`src/rtl/mesh_sequencer.sv`:
```
// Job-level controller for the NxN systolic mesh: clear, feed K beats, wait for done, drain.
// Optional build macro MESH_SEQ_TIMEOUT_EN adds a WAIT_DONE watchdog that raises error_o.
module mesh_sequencer #(
  parameter int unsigned N              = 2,
  parameter int unsigned K_WIDTH        = 16,
  parameter int unsigned DRAIN_CYCLES   = 2*N-1,
  parameter int unsigned TIMEOUT_CYCLES = 1024
) (
  input  logic               clk_i,
  input  logic               rstn_i,
  input  logic               start_i,
  input  logic [K_WIDTH-1:0] k_len_i,
  output logic               busy_o,
  output logic               job_done_o,
  output logic               error_o,
  input  logic               feed_ready_i,
  output logic               feed_pop_o,
  output logic               mesh_clear_n_o,
  output logic               mesh_valid_o,
  output logic               mesh_last_o,
  input  logic               mesh_done_i,
  output logic [N*N-1:0]     select_acc_o,
  output logic               drain_valid_o
);

  localparam int unsigned DRAIN_W = $clog2(DRAIN_CYCLES + 1);

  typedef enum logic [2:0] {
    S_IDLE,
    S_CLEAR,
    S_FEED,
    S_WAIT_DONE,
    S_DRAIN,
    S_DONE
  } state_t;

  state_t               state_q, state_d;
  logic [K_WIDTH-1:0]   k_len_q;
  logic [K_WIDTH-1:0]   beat_cnt_q;
  logic [DRAIN_W-1:0]   drain_cnt_q;
  logic                 accept;
  logic                 beat_last;
  logic                 drain_last;
  logic                 timeout_hit;

  logic                 busy_d;
  logic                 job_done_d;
  logic                 clear_n_d;
  logic                 drain_d;

  assign accept     = (state_q == S_IDLE) && start_i;
  assign beat_last  = (beat_cnt_q == k_len_q - K_WIDTH'(1));
  assign drain_last = (drain_cnt_q == DRAIN_W'(DRAIN_CYCLES - 1));

`ifdef MESH_SEQ_TIMEOUT_EN
  localparam int unsigned TO_W = $clog2(TIMEOUT_CYCLES + 1);

  logic [TO_W-1:0] wait_cnt_q;

  assign timeout_hit = (state_q == S_WAIT_DONE) && !mesh_done_i &&
                       (wait_cnt_q == TO_W'(TIMEOUT_CYCLES - 1));

  // Restarts from zero on every WAIT_DONE entry since it is held clear elsewhere.
  always_ff @(posedge clk_i or negedge rstn_i) begin
    if (!rstn_i) begin
      wait_cnt_q <= '0;
      error_o    <= 1'b0;
    end else begin
      wait_cnt_q <= (state_q == S_WAIT_DONE) ? wait_cnt_q + TO_W'(1) : '0;
      if (accept) begin
        error_o <= 1'b0;
      end else if (timeout_hit) begin
        error_o <= 1'b1;
      end
    end
  end
`else
  assign timeout_hit = 1'b0;
  assign error_o     = 1'b0;
`endif

  // State register
  always_ff @(posedge clk_i or negedge rstn_i) begin
    if (!rstn_i) begin
      state_q <= S_IDLE;
    end else begin
      state_q <= state_d;
    end
  end

  // Next-state logic
  always_comb begin
    state_d = state_q;
    unique case (state_q)
      S_IDLE:      if (start_i) state_d = S_CLEAR;
      S_CLEAR:     state_d = S_FEED;
      S_FEED:      if (feed_ready_i && beat_last) state_d = S_WAIT_DONE;
      S_WAIT_DONE: begin
        if (mesh_done_i) begin
          state_d = S_DRAIN;
        end else if (timeout_hit) begin
          state_d = S_DONE;
        end
      end
      S_DRAIN:     if (drain_last) state_d = S_DONE;
      S_DONE:      state_d = S_IDLE;
      default:     state_d = S_IDLE;
    endcase
  end

  // Output logic: feed-side strobes are combinational, the rest are staged from state_d
  always_comb begin
    feed_pop_o   = (state_q == S_FEED) && feed_ready_i;
    mesh_valid_o = feed_pop_o;
    mesh_last_o  = feed_pop_o && beat_last;
    busy_d       = (state_d != S_IDLE);
    job_done_d   = (state_d == S_DONE);
    clear_n_d    = (state_d != S_CLEAR);
    drain_d      = (state_d == S_DRAIN);
  end

  always_ff @(posedge clk_i or negedge rstn_i) begin
    if (!rstn_i) begin
      busy_o         <= 1'b0;
      job_done_o     <= 1'b0;
      mesh_clear_n_o <= 1'b1;
      select_acc_o   <= '0;
      drain_valid_o  <= 1'b0;
    end else begin
      busy_o         <= busy_d;
      job_done_o     <= job_done_d;
      mesh_clear_n_o <= clear_n_d;
      select_acc_o   <= drain_d ? '1 : '0;
      drain_valid_o  <= drain_d;
    end
  end

  // Job counters
  always_ff @(posedge clk_i or negedge rstn_i) begin
    if (!rstn_i) begin
      k_len_q     <= '0;
      beat_cnt_q  <= '0;
      drain_cnt_q <= '0;
    end else begin
      if (accept) begin
        k_len_q    <= (k_len_i == '0) ? K_WIDTH'(1) : k_len_i;
        beat_cnt_q <= '0;
      end else if (feed_pop_o) begin
        beat_cnt_q <= beat_cnt_q + K_WIDTH'(1);
      end
      drain_cnt_q <= (state_q == S_DRAIN) ? drain_cnt_q + DRAIN_W'(1) : '0;
    end
  end

endmodule

```
`config.mk`:
```
export PLATFORM = sky130hd
export DESIGN_NAME = mesh_sequencer
export DESIGN_NICKNAME = d
export VERILOG_FILES = /design/src/rtl/mesh_sequencer.sv
export SDC_FILE = /design/constraint.sdc
export NUM_CORES = 1
export LEC_CHECK = 0
export BUFFER_PORTS_ARGS = -buffer_cell sky130_fd_sc_hd__buf_4
export CORE_MARGIN = 5
export CORE_UTILIZATION = 40
export CTS_CLUSTER_SIZE = 40
export DETAILED_ROUTE_END_ITERATION = 6
export HOLD_SLACK_MARGIN = 0.06
export PLACE_DENSITY_LB_ADDON = 0.08
export SYNTH_ARGS = -nofsm -noshare
export SYNTH_HDL_FRONTEND = slang
export SYNTH_SLANG_ARGS = --single-unit
```
`constraint.sdc`:
```
create_clock -name clk_i -period 2.3 [get_ports clk_i]
set_input_delay 0.345 -clock clk_i [delete_from_list [all_inputs] [get_ports clk_i]]
set_output_delay 0.345 -clock clk_i [all_outputs]
set_load 0.05 [all_outputs]
```
==> results.py, run 1 <==
metrics = {
    "critical_path": {
        "critical_path_peak_fanout": 3,
        "reg2reg_slack_ns": -0.01,
        "cp_data_arrival_time_ns": 2.51,
        "timing.reg2reg.worst_path_depth": 7,
        "crit_required_ns": 1.96,
        "crit_type": "reg -> out",
        "cp-start-kind": "register",
        "timing.rr.end": "state_q[0]",
        "timing.critical_path.to_type": "output port",
        "rr_startpoint": "k_len_q[6]",
    },
    "cells_and_area": {
        "fin_nets": 313,
        "drive_gt1_share_pct": 31.72,
        "layout.core_utilization_pct": 53.34,
        "total_inserted_antenna_cells": 0,
        "layoutNonFillerInstCount": 362,
        "area_growth_from_synthesis_to_layout_pct": 28.09,
    },
    "sta": {
        "final_hold_vios": 0,
        "max_freq_mhz": 350.8,
        "clock_skew_ns": 0.007786,
        "timing_worst_slew_pin_value_ns": 0.5333,
        "setup_ws_ns": -0.5503,
        "setup_repair_after_global_routing_missed_its_margin": "true",
        "timing.final.crit_share_pct": 123.9,
        "hold_ws_ns": 0.2765,
        "remaining_max_slew_budget_at_the_tightest_pin_pct": 64.12,
        "finalMaxSlewViolations": 0,
        "setup-violations-final": 2,
        "period_minus_slack_ns": 2.850,
    },
    "logic_synthesis": {
        "yosys_register_bits": 41,
        "synth-seq-area-share_pct": 44.52,
        "most_area_consuming_cells_after_synthesis": "dfrtp_1 43%, xor2_1 7.6%, xnor2_1 4.9%, nor2_1 4.7%, mux2_2 3.9%",
        "ys_types": 52,
        "syn_avg_cell_area_um2": 9.945,
        "synth.cell_area_um2": 2307,
        "async_flop_share_pct": 100.0,
        "synthCells": 232,
        "synth_edf_count": 0,
        "synth.top_cell.area_share_pct": 43.38,
        "synth-warning-count": 0,
        "synth.largest_area_cell": "dfrtp_1",
        "ys_dominant_reg_cell": "dfrtp_1",
        "synth.net_count": 256,
    },
    "global_routing": {
        "groute.layer.met1.usage_pct": 21.63,
        "grt_pass1_wl_mm": 9.108,
        "antenna_found_initial": 0,
        "gr-max-usage-layer": "met2",
        "grt_usage_pct": 15.89,
        "globalRouteOverflowTotal": 0,
        "use_met3_pct": 4.227,
        "grt_start_max_net_pins": 42,
        "first_global_vias": 1874,
        "grt_met2_use_pct": 24.81,
    },
    "power": {
        "power_density_nw_per_um2": 1144,
        "leakage_uw": 0.001337,
        "max-vdd-ir-drop_v": 0.0005307,
    },
    "place": {
        "port_buffers": 31,
        "pre_cts_ws_ns": -0.2576,
        "post-place-cells": 350,
        "gp_congestion": 0.8650,
        "detailedPlacementHpwl_mm": 4.047,
    },
    "status": {
        "failing_checks": "setup timing",
        "status": "complete, but fails checks",
    },
    "floorplan": {
        "standard_cell_row_count": 27,
        "effective_utilization_at_floorplan_pct": 41.64,
        "die_h_um": 85.95,
        "design.core.area_um2": 5540,
        "floorplan.die.width_um": 85.95,
        "floorplan.die_area_um2": 7387,
        "boundaryPins": 33,
    },
    "clocking": {
        "number_of_h_tree_levels": 2,
        "cts.root.buffer_cell": "clkbuf_8",
        "tritoncts": "done",
        "tritoncts.num_buffers": 5,
        "ctsLongestPathBuffers": 2,
        "clk_pin_slew_ns": 0.08,
        "clkLatencyLatePin_ns": 0.29,
        "clkSinkCount": 41,
    },
    "detailed_routing": {
        "drt_first_pass_iters": 4,
        "finalWirelength_mm": 5.379,
        "first_iter_violations": 63,
        "via_per_inst": 5.033,
        "vias": 1822,
        "post-route-drc-count": 0,
        "routed_wire_length_per_instance_um": 14.86,
        "final_antenna_net_count": 0,
    },
    "hold_path": {
        "worst_hold_path_type": "in -> reg",
        "worst_hold_path.num_cells": 2,
        "hold-path-endpoint": "k_len_q[8]",
        "min-delay-start": "k_len_i[8]",
    },
    "run": {
        "drv.max_cap_violation_count": 0,
    },
}
[sequential cells by signal, summed over array words and instances (netlist names)]
register	cells
beat_cnt_q	16
busy_o	1
drain_cnt_q	2
job_done_o	1
k_len_q	16
mesh_clear_n_o	1
select_acc_o	1
state_q	3
[how the worst max path moves through the flow]
stage,from,end,slack (ns),cells after the start
floorplan,k_len_q[6],mesh_last_o,-0.42,7
global placement,k_len_q[0],mesh_last_o,-0.27,9
detailed placement,k_len_q[6],mesh_last_o,-0.26,7
CTS,k_len_q[6],mesh_last_o,-0.56,7
global route,k_len_q[6],mesh_last_o,-0.66,7
finish,k_len_q[6],mesh_last_o,-0.55,7
[worst max-delay path: stages, from the launching register on]
cell	delay (ns)
dfrtp_1	0.38
or4_4	0.53
or3_4	0.36
a211o_1	0.26
o22ai_1	0.12
nand4_1	0.20
nor3_4	0.18
buf_6	0.18
[per-stage QoR]
step | total power [uW] | cell area [um^2] | TNS (ns)
after floorplan | 2233 | 2318 | -0.4169
after global placement | 2847 | 2803 | -0.2855
after detailed placement | 2863 | 2803 | -0.2673
after CTS | 3370 | 2914 | -0.5809
after global routing | 3645 | 2955 | -0.7610
final | 3382 | 2955 | -0.5651
[layout make-up]
type | instances | area [um^2]
well taps | 72 | 90.09
clock buffers | 8 | 90.09
multi-input cells | 168 | 1204
inverters | 6 | 22.52
flip-flops and latches | 41 | 1027
fillers | 553 | 2585
repair buffers | 67 | 521.8
[metal layers]
metal,share of wire (%),vias to the layer above
met5,0,-
li1,-,911
met1,48,868
met4,1.5,0
met3,4.3,6
met2,46,37
[power by group]
part	total, uW	switching [uW]	leakage, uW	internal [uW]
Clock	483	238	0.0000455	245
Combinational	1800	937	0.000768	866
Sequential	1100	156	0.000523	940
Total	3380	1330	0.00134	2050
[cell families (layout without fill, tap and decap cells)]
family                     count (synthesis)  after routing  synth area share (%)
DFF                                       41             41                 44.52
xor gates and xnor gates                  33             33                 12.53
buffers and inverters                     23             81                 5.206
AOI/OAI and AO/OA                         22             22                 7.267
muxes                                     16             16                 7.701
other                                      1              1                0.1625
adders and majority gates                  3              3                 1.627
and+or+nand+nor                           93             93                 20.99
[placed cells by master, fill, tap and decap left out, types with 6 or more instances in the layout]
master,netlist,layout
mux2_1,6,6
nand2_1,16,16
nor3_1,8,7
xnor2_1,13,13
buf_4,6,64
dfrtp_1,40,40
clkbuf_8,0,6
nand4_1,6,6
nor2_1,29,29
xor2_1,20,20
nand3_1,6,6
mux2_2,8,8
[synthesized netlist by cell type (2+ instances only)]
| cell type | number |
|---|---|
| clkbuf_1 | 5 |
| ha_1 | 3 |
| o22ai_1 | 2 |
| xnor2_1 | 13 |
| mux2_1 | 6 |
| nand2_1 | 16 |
| or3_4 | 2 |
| buf_1 | 2 |
| nand4_1 | 6 |
| nand3_1 | 6 |
| xor2_1 | 20 |
| nor2_1 | 29 |
| o31ai_1 | 2 |
| mux2_2 | 8 |
| a21oi_1 | 5 |
| buf_2 | 3 |
| inv_1 | 5 |
| and2_1 | 3 |
| dfrtp_1 | 40 |
| and3_1 | 3 |
| nor4_1 | 6 |
| nor4b_1 | 2 |
| buf_4 | 6 |
| nor3_1 | 8 |
| nor2b_1 | 3 |
| mux2i_1 | 2 |
[repair_timing]
action,4_1_cts,5_1_grt
buffers inserted,1,2
gates resized for setup,1,4
hold buffers,1,0
setup endpoints to repair,2,2
hold endpoints to repair,10,0
Note: power is estimated with default switching activity, not from simulation.
==> inputs of run 2 (changes only) <==
==> constraint.sdc (replaced) <==
create_clock -name clk_i -period 2.9 [get_ports clk_i]
set_input_delay 0.435 -clock clk_i [delete_from_list [all_inputs] [get_ports clk_i]]
set_output_delay 0.435 -clock clk_i [all_outputs]
set_load 0.05 [all_outputs]
==> results.py, run 2 (synthesized netlist as in run 1, its figures left out) <==
metrics = {
    "status": {
        "status": "complete, but fails checks",
        "failing_checks": "setup timing",
    },
    "power": {
        "cell_internal_pwr_uw": 1521,
        "flop_pwr_share_pct": 36.8,
        "clock_power_share_pct": 18.2,
        "leakage_uw": 0.001235,
        "max-vdd-ir-drop_v": 0.0004164,
        "power_density_nw_per_um2": 914.1,
        "net_switching_share_of_the_total_power_pct": 40.22,
        "share_comb_of_total_power_pct": 44.9,
        "switching_power_uw": 1023,
    },
    "sta": {
        "setup_repair_after_global_routing_missed_its_margin": "true",
        "period_minus_slack_ns": 2.997,
        "timing_worst_slew_pin_value_ns": 0.6671,
        "finalMaxSlewViolations": 0,
        "timing.final.crit_share_pct": 103.4,
        "remaining_max_slew_budget_at_the_tightest_pin_pct": 55.12,
        "setup_ws_ns": -0.09725,
        "clock_skew_ns": 0.01465,
        "final_hold_vios": 0,
        "setup-violations-final": 1,
        "max_freq_mhz": 333.6,
    },
    "cells_and_area": {
        "fillers": 544,
        "total_inserted_antenna_cells": 0,
        "layout_common_cells": "43 x buf_4, 40 x dfrtp_1, 29 x nor2_1",
        "layout.core_utilization_pct": 50.25,
        "area_growth_from_synthesis_to_layout_pct": 20.66,
        "layoutNonFillerInstCount": 339,
        "fin_nets": 290,
        "reg_top3": "beat_cnt_q: 16 flops, k_len_q: 16 flops, state_q: 3 flops",
        "mostFrequentLayoutCell": "buf_4",
        "drive_gt1_share_pct": 26.97,
    },
    "clocking": {
        "cts.root.buffer_cell": "clkbuf_8",
        "tritoncts": "done",
        "clk_pin_slew_ns": 0.08,
        "clkLatencyLatePin_ns": 0.30,
        "clkSinkCount": 41,
        "tritoncts.num_buffers": 5,
        "hold_buf_cts": 0,
        "number_of_h_tree_levels": 2,
        "ctsLongestPathBuffers": 2,
    },
    "place": {
        "port_buffers": 31,
        "detailedPlacementHpwl_mm": 3.754,
        "post-place-cells": 327,
        "gp_congestion": 0.7756,
    },
    "critical_path": {
        "timing.critical_path.to_type": "output port",
        "crit_type": "reg -> out",
        "worstPathBufferInverterCount": 1,
        "timing.reg2reg.worst_path_depth": 8,
        "critical_path.top_delay_family": "simple AND/OR/NAND/NOR gates",
        "rr_startpoint": "k_len_q[6]",
        "crit_required_ns": 2.47,
        "cp-start-kind": "register",
        "critical_path_peak_fanout": 4,
        "reg2reg_slack_ns": 0.41,
        "cp_cell_sequence": "or4_4, or3_4, a211o_1, o22ai_2, nand4_1, nor3_4, buf_6",
        "slowest_stage_cell_crit_path": "or4_4",
        "cp_slowest_stage_delay_ns": 0.56,
        "timing.rr.end": "state_q[0]",
        "cp_data_arrival_time_ns": 2.56,
    },
    "floorplan": {
        "boundaryPins": 33,
        "floorplan.die_area_um2": 7387,
        "standard_cell_row_count": 27,
        "design.core.area_um2": 5540,
        "floorplan.die.width_um": 85.95,
        "effective_utilization_at_floorplan_pct": 41.64,
        "die_h_um": 85.95,
    },
    "detailed_routing": {
        "post-route-drc-count": 0,
        "routed_wire_length_per_instance_um": 14.83,
        "vias": 1737,
        "first_iter_violations": 52,
        "via_per_inst": 5.124,
        "final_antenna_net_count": 0,
        "drt_first_pass_iters": 4,
        "finalWirelength_mm": 5.028,
    },
    "global_routing": {
        "grt_start_max_net_pins": 42,
        "globalRouteOverflowTotal": 0,
        "grt_pass1_wl_mm": 8.397,
        "grt_usage_pct": 14.56,
        "antenna_found_initial": 0,
        "first_global_vias": 1657,
    },
    "run": {
        "drv.max_cap_violation_count": 0,
    },
    "hold_path": {
        "worst_hold_path_type": "in -> async",
    },
}
==> run 2: cell type report <==
type	count	area (um^2)	area share (%)
multi-input cells	168	1199	43.06
flip-flops and latches	41	1027	36.90
repair buffers	44	334.1	12.00
well taps	72	90.09	3.236
clock buffers	6	72.57	2.607
clock inverters	2	38.79	1.393
inverters	6	22.52	0.8090
==> run 2: worst max-delay path by stage <==
stage / from / to / depth (start not counted)
global route: k_len_q[6] / mesh_last_o / 7
CTS: k_len_q[6] / mesh_last_o / 7
finish: k_len_q[6] / mesh_last_o / 7
global placement: k_len_q[3] / mesh_last_o / 7
floorplan: k_len_q[6] / mesh_last_o / 7
detailed placement: k_len_q[8] / mesh_last_o / 7
==> run 2: power groups by stage <==
stage                     logic (uW)  registers (uW)  clock network, uW
final                           1140             937                464
after global placement          1110             947                  0
after global routing            1260             966                510
after CTS                       1120             933                482
after detailed placement        1110             950                  0
after floorplan                  829             942                  0
==> run 2: per-layer routing <==
layer,GRT usage (%),vias up,part of all wire (%)
met2,21.86,28,45
met3,4.227,6,4.6
li1,-,868,-
met1,20.58,835,50
met4,3.453,0,1.0
met5,0,-,0
==> run 2: through the flow <==
step                setup WS (ns)  instance area [um^2]  hold slack (ns)  TNS [ns]  total power (uW)
floorplan                 0.09308                  2318           0.1394         0              1771
detailed placement         0.1744                  2618           0.4166         0              2057
global placement           0.2209                  2618           0.4150         0              2056
CTS                      -0.09449                  2748           0.1341  -0.09449              2540
global route              -0.2230                  2784           0.1411   -0.2230              2736
finish                   -0.09725                  2784           0.1110  -0.09725              2545
==> run 2: what timing repair did <==
| item | in CTS | in global routing |
|---|---|---|
| setup buffers | 2 | 2 |
| pin swaps | 0 | 0 |
| setup endpoints to repair | 1 | 1 |
| hold endpoints to repair | 0 | 0 |
| resized for setup | 1 | 4 |
==> inputs of run 3 (changes only) <==
--- a/config.mk
+++ b/config.mk
@@ -11,6 +11,7 @@
 export CTS_CLUSTER_SIZE = 40
 export DETAILED_ROUTE_END_ITERATION = 6
 export HOLD_SLACK_MARGIN = 0.06
+export MAX_ROUTING_LAYER = met4
 export PLACE_DENSITY_LB_ADDON = 0.08
 export SYNTH_ARGS = -nofsm -noshare
 export SYNTH_HDL_FRONTEND = slang
==> results.py, run 3 (synthesized netlist as in run 1, its figures left out) <==
metrics = {
    "critical_path": {
        "cp_data_arrival_time_ns": 2.56,
        "slowest_stage_cell_crit_path": "or4_4",
        "critical_path_peak_fanout": 4,
        "timing.rr.end": "state_q[0]",
        "crit_type": "reg -> out",
        "cp_slowest_stage_delay_ns": 0.56,
        "cp-start-kind": "register",
        "rr_startpoint": "k_len_q[6]",
        "cp_cell_sequence": "or4_4, or3_4, a211o_1, o22ai_2, nand4_1, nor3_4, buf_6",
        "crit_required_ns": 2.47,
        "timing.critical_path.to_type": "output port",
        "worstPathBufferInverterCount": 1,
        "timing.reg2reg.worst_path_depth": 8,
        "critical_path.top_delay_family": "simple AND/OR/NAND/NOR gates",
        "reg2reg_slack_ns": 0.41,
    },
    "cells_and_area": {
        "fin_nets": 290,
        "reg_top3": "beat_cnt_q: 16 flops, k_len_q: 16 flops, state_q: 3 flops",
        "layout_common_cells": "43 x buf_4, 40 x dfrtp_1, 29 x nor2_1",
        "drive_gt1_share_pct": 26.97,
        "layout.core_utilization_pct": 50.25,
        "total_inserted_antenna_cells": 0,
        "mostFrequentLayoutCell": "buf_4",
        "area_growth_from_synthesis_to_layout_pct": 20.66,
    },
    "sta": {
        "clock_skew_ns": 0.01446,
        "fin_tns_setup_ns": -0.09768,
        "finalMaxSlewViolations": 0,
        "max_freq_mhz": 333.6,
        "timing.final.crit_share_pct": 103.4,
        "hold_ws_ns": 0.1115,
        "setup-violations-final": 1,
        "final_hold_vios": 0,
        "period_minus_slack_ns": 2.998,
        "setup_ws_ns": -0.09768,
        "setup_repair_after_global_routing_missed_its_margin": "true",
        "remaining_max_slew_budget_at_the_tightest_pin_pct": 54.85,
        "timing_worst_slew_pin_value_ns": 0.6710,
    },
    "floorplan": {
        "standard_cell_row_count": 27,
        "boundaryPins": 33,
        "effective_utilization_at_floorplan_pct": 41.64,
        "design.core.area_um2": 5540,
        "floorplan.die.width_um": 85.95,
        "die_h_um": 85.95,
        "floorplan.die_area_um2": 7387,
    },
    "global_routing": {
        "grt_pass1_wl_mm": 8.390,
        "grt_met2_use_pct": 21.86,
        "use_met3_pct": 4.131,
        "first_global_vias": 1652,
        "antenna_found_initial": 0,
        "gr-max-usage-layer": "met2",
        "grt_start_max_net_pins": 42,
        "grt_usage_pct": 14.99,
        "globalRouteOverflowTotal": 0,
        "groute.layer.met1.usage_pct": 20.64,
    },
    "detailed_routing": {
        "drt_first_pass_iters": 4,
        "post-route-drc-count": 0,
        "routed_wire_length_per_instance_um": 14.86,
        "via_per_inst": 5.127,
        "final_antenna_net_count": 0,
        "first_iter_violations": 59,
        "vias": 1738,
        "finalWirelength_mm": 5.037,
    },
    "place": {
        "port_buffers": 31,
        "pre_cts_ws_ns": 0.1744,
        "gp_congestion": 0.7862,
        "detailedPlacementHpwl_mm": 3.754,
    },
    "power": {
        "power_density_nw_per_um2": 914.2,
        "leakage_uw": 0.001235,
        "max-vdd-ir-drop_v": 0.0004163,
        "p_total_uw": 2545,
    },
    "run": {
        "drv.max_cap_violation_count": 0,
    },
    "clocking": {
        "clkLatencyLatePin_ns": 0.30,
        "cts.root.buffer_cell": "clkbuf_8",
        "ctsLongestPathBuffers": 2,
        "tritoncts.num_buffers": 5,
        "clkSinkCount": 41,
        "hold_buf_cts": 0,
        "clk_pin_slew_ns": 0.08,
        "number_of_h_tree_levels": 2,
        "tritoncts": "done",
    },
    "status": {
        "status": "complete, but fails checks",
        "failing_checks": "setup timing",
    },
    "hold_path": {
        "worst_hold_path_type": "in -> async",
    },
}
## run 3: area by class of cell
class / count / area, um^2
inverter: 6 / 22.52
sequential: 41 / 1027
clock buffer: 6 / 72.57
fill: 544 / 2756
clock inverter: 2 / 38.79
multi-input combinational: 168 / 1199
tap: 72 / 90.09
timing repair buffer: 44 / 334.1
## run 3: per-layer routing
metal,share of wire (%),routed length [um],up-vias
li1,-,-,867
met3,4.5,226,6
met2,45,2265,28
met5,0,0,-
met1,50,2495,837
met4,0.95,48,0
## run 3: timing repair
item,4_1_cts,5_1_grt
gates resized for setup,1,4
setup buffers,2,2
endpoints found under the setup margin,1,1
## run 3: power by group
group,total (uW),internal [uW],switching [uW]
combinational,1140,518,626
clock,464,259,206
sequential,937,744,193
total,2550,1520,1020
## run 3: how the worst max path moves through the flow
stage,depth (start not counted),startpoint,end,slack (ns)
floorplan,7,k_len_q[6],mesh_last_o,0.09
global placement,7,k_len_q[3],mesh_last_o,0.22
detailed placement,7,k_len_q[8],mesh_last_o,0.17
CTS,7,k_len_q[6],mesh_last_o,-0.09
global route,7,k_len_q[6],mesh_last_o,-0.22
finish,7,k_len_q[6],mesh_last_o,-0.1
## run 3: through the flow
stage	cells	cell area (um^2)
finish	339	2784
global placement	327	2618
detailed placement	327	2618
CTS	337	2748
global route	339	2784
floorplan	232	2318
